[config.mk]
export PLATFORM = sky130hd
export DESIGN_NAME = seq_cmp_flat
export DESIGN_NICKNAME = d
export VERILOG_FILES = /design/src/rtl/seq_cmp_pkg.sv /design/src/rtl/seq_cmp_if.sv /design/src/rtl/seq_cmp_cmp2_slice.sv /design/src/rtl/seq_cmp.sv /design/src/flat_wrapper.sv
export SDC_FILE = /design/constraint.sdc
export NUM_CORES = 1
export LEC_CHECK = 0
export CORE_ASPECT_RATIO = 1.4
export CORE_MARGIN = 2
export CORE_UTILIZATION = 38
export CTS_CLUSTER_SIZE = 28
export DETAILED_ROUTE_END_ITERATION = 10
export GPL_ROUTABILITY_DRIVEN = 1
export SETUP_SLACK_MARGIN = 0.1
export SLEW_MARGIN = 10
export SYNTH_ARGS = -nofsm -noshare
export SYNTH_HDL_FRONTEND = slang
export SYNTH_SLANG_ARGS = --single-unit
export TNS_END_PERCENT = 20
[constraint.sdc]
create_clock -name clk -period 4.23 [get_ports clk]
set_input_delay 0.423 -clock clk [delete_from_list [all_inputs] [get_ports clk]]
set_output_delay 0.423 -clock clk [all_outputs]
set_load 0.03 [all_outputs]
[src/rtl/seq_cmp_pkg.sv]
// Shared definitions for the multi-cycle comparator: FSM encoding and
// helpers that derive the pair count and index width from WIDTH.
package seq_cmp_pkg;

  localparam int DEF_WIDTH = 8;

  typedef enum logic [1:0] {
    ST_IDLE = 2'd0,
    ST_RUN  = 2'd1,
    ST_DONE = 2'd2
  } state_e;

  function automatic int pairs_of(input int width);
    return width / 2;
  endfunction

  // A single pair still needs a 1-bit index register.
  function automatic int idx_width(input int pairs);
    return (pairs <= 1) ? 1 : $clog2(pairs);
  endfunction

endpackage

[src/rtl/seq_cmp_if.sv]
// Request/result bundle between the ALU control FSM (master) and the
// comparator (slave).
interface seq_cmp_if
  import seq_cmp_pkg::*;
#(
  parameter int WIDTH = DEF_WIDTH
) ();

  logic             start;
  logic [WIDTH-1:0] a;
  logic [WIDTH-1:0] b;
  logic             ready;
  logic             busy;
  logic             done;
  logic             eq;
  logic             gt;
  logic             lt;

  modport master (
    output start, a, b,
    input  ready, busy, done, eq, gt, lt
  );

  modport slave (
    input  start, a, b,
    output ready, busy, done, eq, gt, lt
  );

endinterface

[src/rtl/seq_cmp_cmp2_slice.sv]
// Combinational 2-bit compare slice; msb_signed makes the upper bit a
// two's-complement sign bit for the most significant pair.
module cmp2_slice
  import seq_cmp_pkg::*;
(
  input  logic [1:0] x,
  input  logic [1:0] y,
  input  logic       msb_signed,
  output logic       p_eq,
  output logic       p_gt,
  output logic       p_lt
);

  logic [1:0] xk;
  logic [1:0] yk;

  // Inverting the sign bit maps two's-complement order onto unsigned order.
  assign xk = {x[1] ^ msb_signed, x[0]};
  assign yk = {y[1] ^ msb_signed, y[0]};

  assign p_eq = (xk == yk);
  assign p_gt = (xk > yk);
  assign p_lt = (xk < yk);

endmodule

[src/rtl/seq_cmp.sv]
// Multi-cycle magnitude comparator: scans latched operands MSB-first,
// two bits per clock, stopping at the first differing pair.
module seq_cmp
  import seq_cmp_pkg::*;
#(
  parameter int WIDTH  = DEF_WIDTH,
  parameter int SIGNED = 0
) (
  input  logic      clk,
  input  logic      reset,
  seq_cmp_if.slave  bus
);

  localparam int                 PAIRS   = pairs_of(WIDTH);
  localparam int                 IDX_W   = idx_width(PAIRS);
  localparam logic [IDX_W-1:0]   IDX_TOP = IDX_W'(PAIRS - 1);
  localparam logic               SGN     = 1'(SIGNED != 0);

  generate
    if (WIDTH < 2 || (WIDTH % 2) != 0) begin : g_bad_width
      $error("seq_cmp: WIDTH must be even and >= 2");
    end
  endgenerate

  state_e           state_q, state_d;
  logic [WIDTH-1:0] a_q, a_d;
  logic [WIDTH-1:0] b_q, b_d;
  logic [IDX_W-1:0] idx_q, idx_d;
  logic             eq_q, eq_d;
  logic             gt_q, gt_d;
  logic             lt_q, lt_d;

  logic [1:0] pair_a;
  logic [1:0] pair_b;
  logic       msb_signed;
  logic       p_eq, p_gt, p_lt;

  assign pair_a     = a_q[{idx_q, 1'b0} +: 2];
  assign pair_b     = b_q[{idx_q, 1'b0} +: 2];
  assign msb_signed = SGN && (idx_q == IDX_TOP);

  cmp2_slice u_slice (
    .x          (pair_a),
    .y          (pair_b),
    .msb_signed (msb_signed),
    .p_eq       (p_eq),
    .p_gt       (p_gt),
    .p_lt       (p_lt)
  );

  always_ff @(posedge clk) begin
    if (reset) begin
      state_q <= ST_IDLE;
      a_q     <= '0;
      b_q     <= '0;
      idx_q   <= '0;
      eq_q    <= 1'b0;
      gt_q    <= 1'b0;
      lt_q    <= 1'b0;
    end else begin
      state_q <= state_d;
      a_q     <= a_d;
      b_q     <= b_d;
      idx_q   <= idx_d;
      eq_q    <= eq_d;
      gt_q    <= gt_d;
      lt_q    <= lt_d;
    end
  end

  always_comb begin
    state_d = state_q;
    a_d     = a_q;
    b_d     = b_q;
    idx_d   = idx_q;
    eq_d    = eq_q;
    gt_d    = gt_q;
    lt_d    = lt_q;
    unique case (state_q)
      ST_IDLE: begin
        if (bus.start) begin
          a_d     = bus.a;
          b_d     = bus.b;
          idx_d   = IDX_TOP;
          eq_d    = 1'b0;
          gt_d    = 1'b0;
          lt_d    = 1'b0;
          state_d = ST_RUN;
        end
      end
      ST_RUN: begin
        if (!p_eq) begin
          gt_d    = p_gt;
          lt_d    = p_lt;
          state_d = ST_DONE;
        end else if (idx_q == '0) begin
          eq_d    = 1'b1;
          state_d = ST_DONE;
        end else begin
          idx_d = idx_q - 1'b1;
        end
      end
      ST_DONE: state_d = ST_IDLE;
      default: state_d = ST_IDLE;
    endcase
  end

  assign bus.ready = (state_q == ST_IDLE);
  assign bus.busy  = (state_q == ST_RUN);
  assign bus.done  = (state_q == ST_DONE);
  assign bus.eq    = eq_q;
  assign bus.gt    = gt_q;
  assign bus.lt    = lt_q;

endmodule

[src/flat_wrapper.sv]
// flat-port wrapper written by rule: the top's interface ports become plain ports
module seq_cmp_flat import seq_cmp_pkg::*;
#(
  parameter int WIDTH  = DEF_WIDTH,
  parameter int SIGNED = 0
)
  (clk, reset, bus_start, bus_a, bus_b, bus_ready, bus_busy, bus_done, bus_eq, bus_gt, bus_lt);
  seq_cmp_if #(.WIDTH(WIDTH)) bus_i ();
  input  logic clk;
  input  logic reset;
  input wire logic [$bits(bus_i.start)-1:0] bus_start;
  input wire logic [$bits(bus_i.a)-1:0] bus_a;
  input wire logic [$bits(bus_i.b)-1:0] bus_b;
  output wire logic [$bits(bus_i.ready)-1:0] bus_ready;
  output wire logic [$bits(bus_i.busy)-1:0] bus_busy;
  output wire logic [$bits(bus_i.done)-1:0] bus_done;
  output wire logic [$bits(bus_i.eq)-1:0] bus_eq;
  output wire logic [$bits(bus_i.gt)-1:0] bus_gt;
  output wire logic [$bits(bus_i.lt)-1:0] bus_lt;
  assign bus_i.start = bus_start;
  assign bus_i.a = bus_a;
  assign bus_i.b = bus_b;
  assign bus_ready = bus_i.ready;
  assign bus_busy = bus_i.busy;
  assign bus_done = bus_i.done;
  assign bus_eq = bus_i.eq;
  assign bus_gt = bus_i.gt;
  assign bus_lt = bus_i.lt;
  seq_cmp #(.WIDTH(WIDTH), .SIGNED(SIGNED)) u_core (.clk(clk), .reset(reset), .bus(bus_i));
endmodule
==> metrics.txt <==
# TYPE chip_impl_metric gauge
chip_impl_metric{name="dieHeight",unit="µm"} 65.8
chip_impl_metric{name="antenna_cells_inserted",unit=""} 0
chip_impl_metric{name="ys_ff_latch",unit=""} 23
chip_impl_metric{name="p_int",unit="µW"} 329
chip_impl_metric{name="synth_cell_types",unit=""} 25
chip_impl_metric{name="finClkSkew",unit="ns"} 0.00735
chip_impl_metric{name="fp.coreArea",unit="µm²"} 2620
chip_impl_metric{name="antenna_found_initial",unit=""} 0
chip_impl_metric{name="floorplan.initialDensity",unit="%"} 39.7
chip_impl_metric{name="comb_power_share",unit="%"} 25.4
chip_impl_metric{name="synth_top_area_share",unit="%"} 44.4
chip_impl_metric{name="ctsHtreeMaxLevel",unit=""} 1
chip_impl_metric{name="dr_pass1_iterations",unit=""} 4
chip_impl_metric{name="detail_route.drc_violations",unit=""} 0
chip_impl_metric{name="max_cap_viol_count",unit=""} 0
chip_impl_metric{name="finalHoldViolCount",unit=""} 0
chip_impl_metric{name="synth.cell_area",unit="µm²"} 1040
chip_impl_metric{name="drt_first_iter_violations",unit=""} 17
chip_impl_metric{name="ys_seq_area_share",unit="%"} 44.4
chip_impl_metric{name="post_route_minimum_period",unit="ns"} 2.15
chip_impl_metric{name="reported_net_switching_power",unit="µW"} 137
chip_impl_metric{name="clock_power_share",unit="%"} 21.0
chip_impl_metric{name="sequentialPowerShare",unit="%"} 53.5
chip_impl_metric{name="cts_hold_buf",unit=""} 0
chip_impl_metric{name="max_slew.worst_pin.slew",unit="ns"} 0.809
chip_impl_metric{name="clock-sinks",unit=""} 23
chip_impl_metric{name="layout-drive-gt1-share",unit="%"} 7.97
chip_impl_metric{name="via_per_inst",unit=""} 4.85
chip_impl_info{name="worstSetupEndpointType",value="output port"} 1
chip_impl_metric{name="synth_cells",unit=""} 116
chip_impl_metric{name="fin_setup_tns",unit="ns"} 0
chip_impl_info{name="criticalPathCategory",value="flop to output port"} 1
chip_impl_metric{name="num_vias",unit=""} 844
chip_impl_metric{name="max-vdd-ir-drop",unit="µV"} 198
chip_impl_metric{name="global_route_wire_length_before_repair",unit="µm"} 3310
chip_impl_metric{name="p_sw_share",unit="%"} 29.5
chip_impl_metric{name="syn2layout_area_growth",unit="%"} 25.6
chip_impl_info{name="root_buffer_cell",value="clkbuf_4"} 1
chip_impl_metric{name="postCtsSetupBuffers",unit=""} 0
chip_impl_metric{name="ant_nets",unit=""} 0
chip_impl_metric{name="die-area",unit="µm²"} 3170
chip_impl_metric{name="port_buffers",unit=""} 24
chip_impl_metric{name="cts.clk_slew.worst_paths",unit="ns"} 0.12
chip_impl_metric{name="wire_length_reported_by_the_detailed_router",unit="µm"} 1970
chip_impl_metric{name="synth_area_per_cell",unit="µm²"} 8.94
chip_impl_metric{name="die_width",unit="µm"} 48.2
chip_impl_info{name="outcome",value="finished clean"} 1
chip_impl_metric{name="p_per_area",unit="nW/µm²"} 358
chip_impl_info{name="synth_top_area_cell",value="dfxtp_1"} 1
chip_impl_metric{name="p_leak",unit="µW"} 0.000482
chip_impl_metric{name="critical_path_peak_fanout",unit=""} 6
chip_impl_metric{name="max_freq",unit="MHz"} 465
chip_impl_info{name="synth.top_cells.by_area",value="dfxtp_1 (44%), nand2_1 (12%), a21oi_1 (9.2%)"} 1
chip_impl_metric{name="global_route_usage_over_all_layers",unit="%"} 14.4
chip_impl_metric{name="worst_path_arrival",unit="ns"} 1.73
chip_impl_metric{name="slew_headroom",unit="%"} 45.9
chip_impl_metric{name="globalplace.congestion",unit=""} 0.752
chip_impl_metric{name="dpl.hpwl",unit="µm"} 1440
chip_impl_metric{name="ctsLongestPathBuffers",unit=""} 2
chip_impl_metric{name="synth.net_count",unit=""} 138
chip_impl_metric{name="synth-warning-count",unit=""} 0
chip_impl_metric{name="final_slew_viol_count",unit=""} 0
chip_impl_info{name="holdCritPathClass",value="flop to flop"} 1
chip_impl_metric{name="fin_util",unit="%"} 49.8
chip_impl_metric{name="wl_per_cell",unit="µm"} 11.3
chip_impl_info{name="setup_repair_after_global_routing_missed_its_margin",value="false"} 1
chip_impl_info{name="clock_tree_from_tritoncts",value="done"} 1
chip_impl_metric{name="std_cell_rows",unit=""} 22
chip_impl_metric{name="setup.reg_to_reg.worst_slack",unit="ns"} 2.11
chip_impl_metric{name="first_global_vias",unit=""} 753
chip_impl_metric{name="timing.final.setup_violations",unit=""} 0
chip_impl_metric{name="period_share",unit="%"} 50.8
chip_impl_metric{name="io_pins",unit=""} 25
chip_impl_metric{name="cts_resized",unit=""} 0
chip_impl_metric{name="clock_latency",unit="ns"} 0.30
chip_impl_metric{name="maximum_number_of_pins_on_one_net_before_global_route_repair",unit=""} 24
chip_impl_info{name="timing.critical_path.from_type",value="flop"} 1
chip_impl_metric{name="nNetsFinal",unit=""} 161
chip_impl_metric{name="globalRouteOverflowTotal",unit=""} 0
chip_impl_metric{name="cts_inserted_buffers",unit=""} 3
chip_impl_metric{name="required_time_reported_for_the_critical_path_endpoint",unit="ns"} 3.81
## registers in the layout, summed over array words and instances (netlist names)
signal / cells
u_core.idx_q: 2
u_core.state_q: 2
u_core.b_q: 8
u_core.bus.gt: 1
u_core.bus.eq: 1
u_core.a_q: 8
u_core.bus.lt: 1
## power by group through the flow
stage / combinational [µW] / clock, µW / sequential [µW]
after floorplan: 86.8 / 0 / 252
after global placement: 118 / 0 / 255
after detailed placement: 120 / 0 / 255
after CTS: 120 / 104 / 250
after global routing: 133 / 112 / 253
final: 119 / 98.0 / 250
## synthesized netlist by cell type, drive strengths merged
master / instances
buf: 4
a211o: 1
a22oi: 1
mux4: 4
ha: 3
nor2: 3
and4b: 1
or3b: 1
nor3: 2
nor3b: 1
a21oi: 19
and2b: 1
nand4: 1
nand2: 33
inv: 7
dfxtp: 23
o211ai: 2
clkbuf: 2
nand2b: 2
and2: 1
a211oi: 4
## cells in the final DEF, fill, tap and decap left out, drive strengths merged, types with 2 or more instances in the layout
cell type / count
a211oi: 4
a21oi: 19
clkbuf: 4
clkdlybuf4s50: 24
dfxtp: 23
ha: 3
inv: 7
mux4: 4
nand2: 33
nand2b: 2
nor2: 3
nor3: 2
o211ai: 2
## metrics by stage
stage	hold slack [ns]	worst slack (ns)	cell area, µm²	total power (µW)	std cells
2_1_floorplan	0.433	2.31	1040	338	116
3_3_place_gp	0.442	2.16	1280	373	170
3_5_place_dp	0.449	2.11	1280	375	170
4_1_cts	0.467	2.07	1300	474	174
5_1_grt	0.488	1.96	1300	498	174
6_report	0.466	2.08	1300	467	174
## critical path, stage by stage (launching register included)
cell and delay [ns]:
dfxtp_1 0.47, nand2b_1 0.18, inv_1 0.11, clkdlybuf4s50_1 0.67
## kinds of logic (layout without fill, tap and decap cells)
kind of cell | Yosys count | count (layout) | synth area share [%]
flip-flops | 23 | 23 | 44.4
AO/OA/AOI/OAI | 27 | 27 | 15.1
AND/OR/NAND/NOR | 46 | 46 | 21.2
multiplexers | 4 | 4 | 8.69
buffers and inverters | 13 | 35 | 7.00
adder cells (fa/ha/maj) | 3 | 3 | 3.62
## metal layers
layer | vias up | GRT usage, % | part of all wire, %
met5 | - | 0 | 0
met4 | 0 | 5.07 | 1.0
met3 | 2 | 2.46 | 3.4
met2 | 15 | 24.0 | 51
met1 | 382 | 17.8 | 45
li1 | 445 | - | -
## cell type report
| cell class | count | area, µm² |
|---|---|---|
| Fill cell | 263 | 1310 |
| Multi-Input combinational cell | 80 | 504 |
| Sequential cell | 23 | 460 |
| Timing Repair Buffer | 24 | 240 |
| Tap cell | 36 | 45.0 |
| Clock buffer | 4 | 26.3 |
| Inverter | 7 | 26.3 |
## worst paths after layout
path,from,endpoint,cells past startpoint
setup / recovery,u_core.state_q[0],bus_busy,3
hold / removal,u_core.a_q[2],u_core.a_q[2],2
setup reg to reg,u_core.idx_q[1],u_core.idx_q[0],5
hold reg to reg,u_core.a_q[2],u_core.a_q[2],2
(Power assumes the default switching activity.)
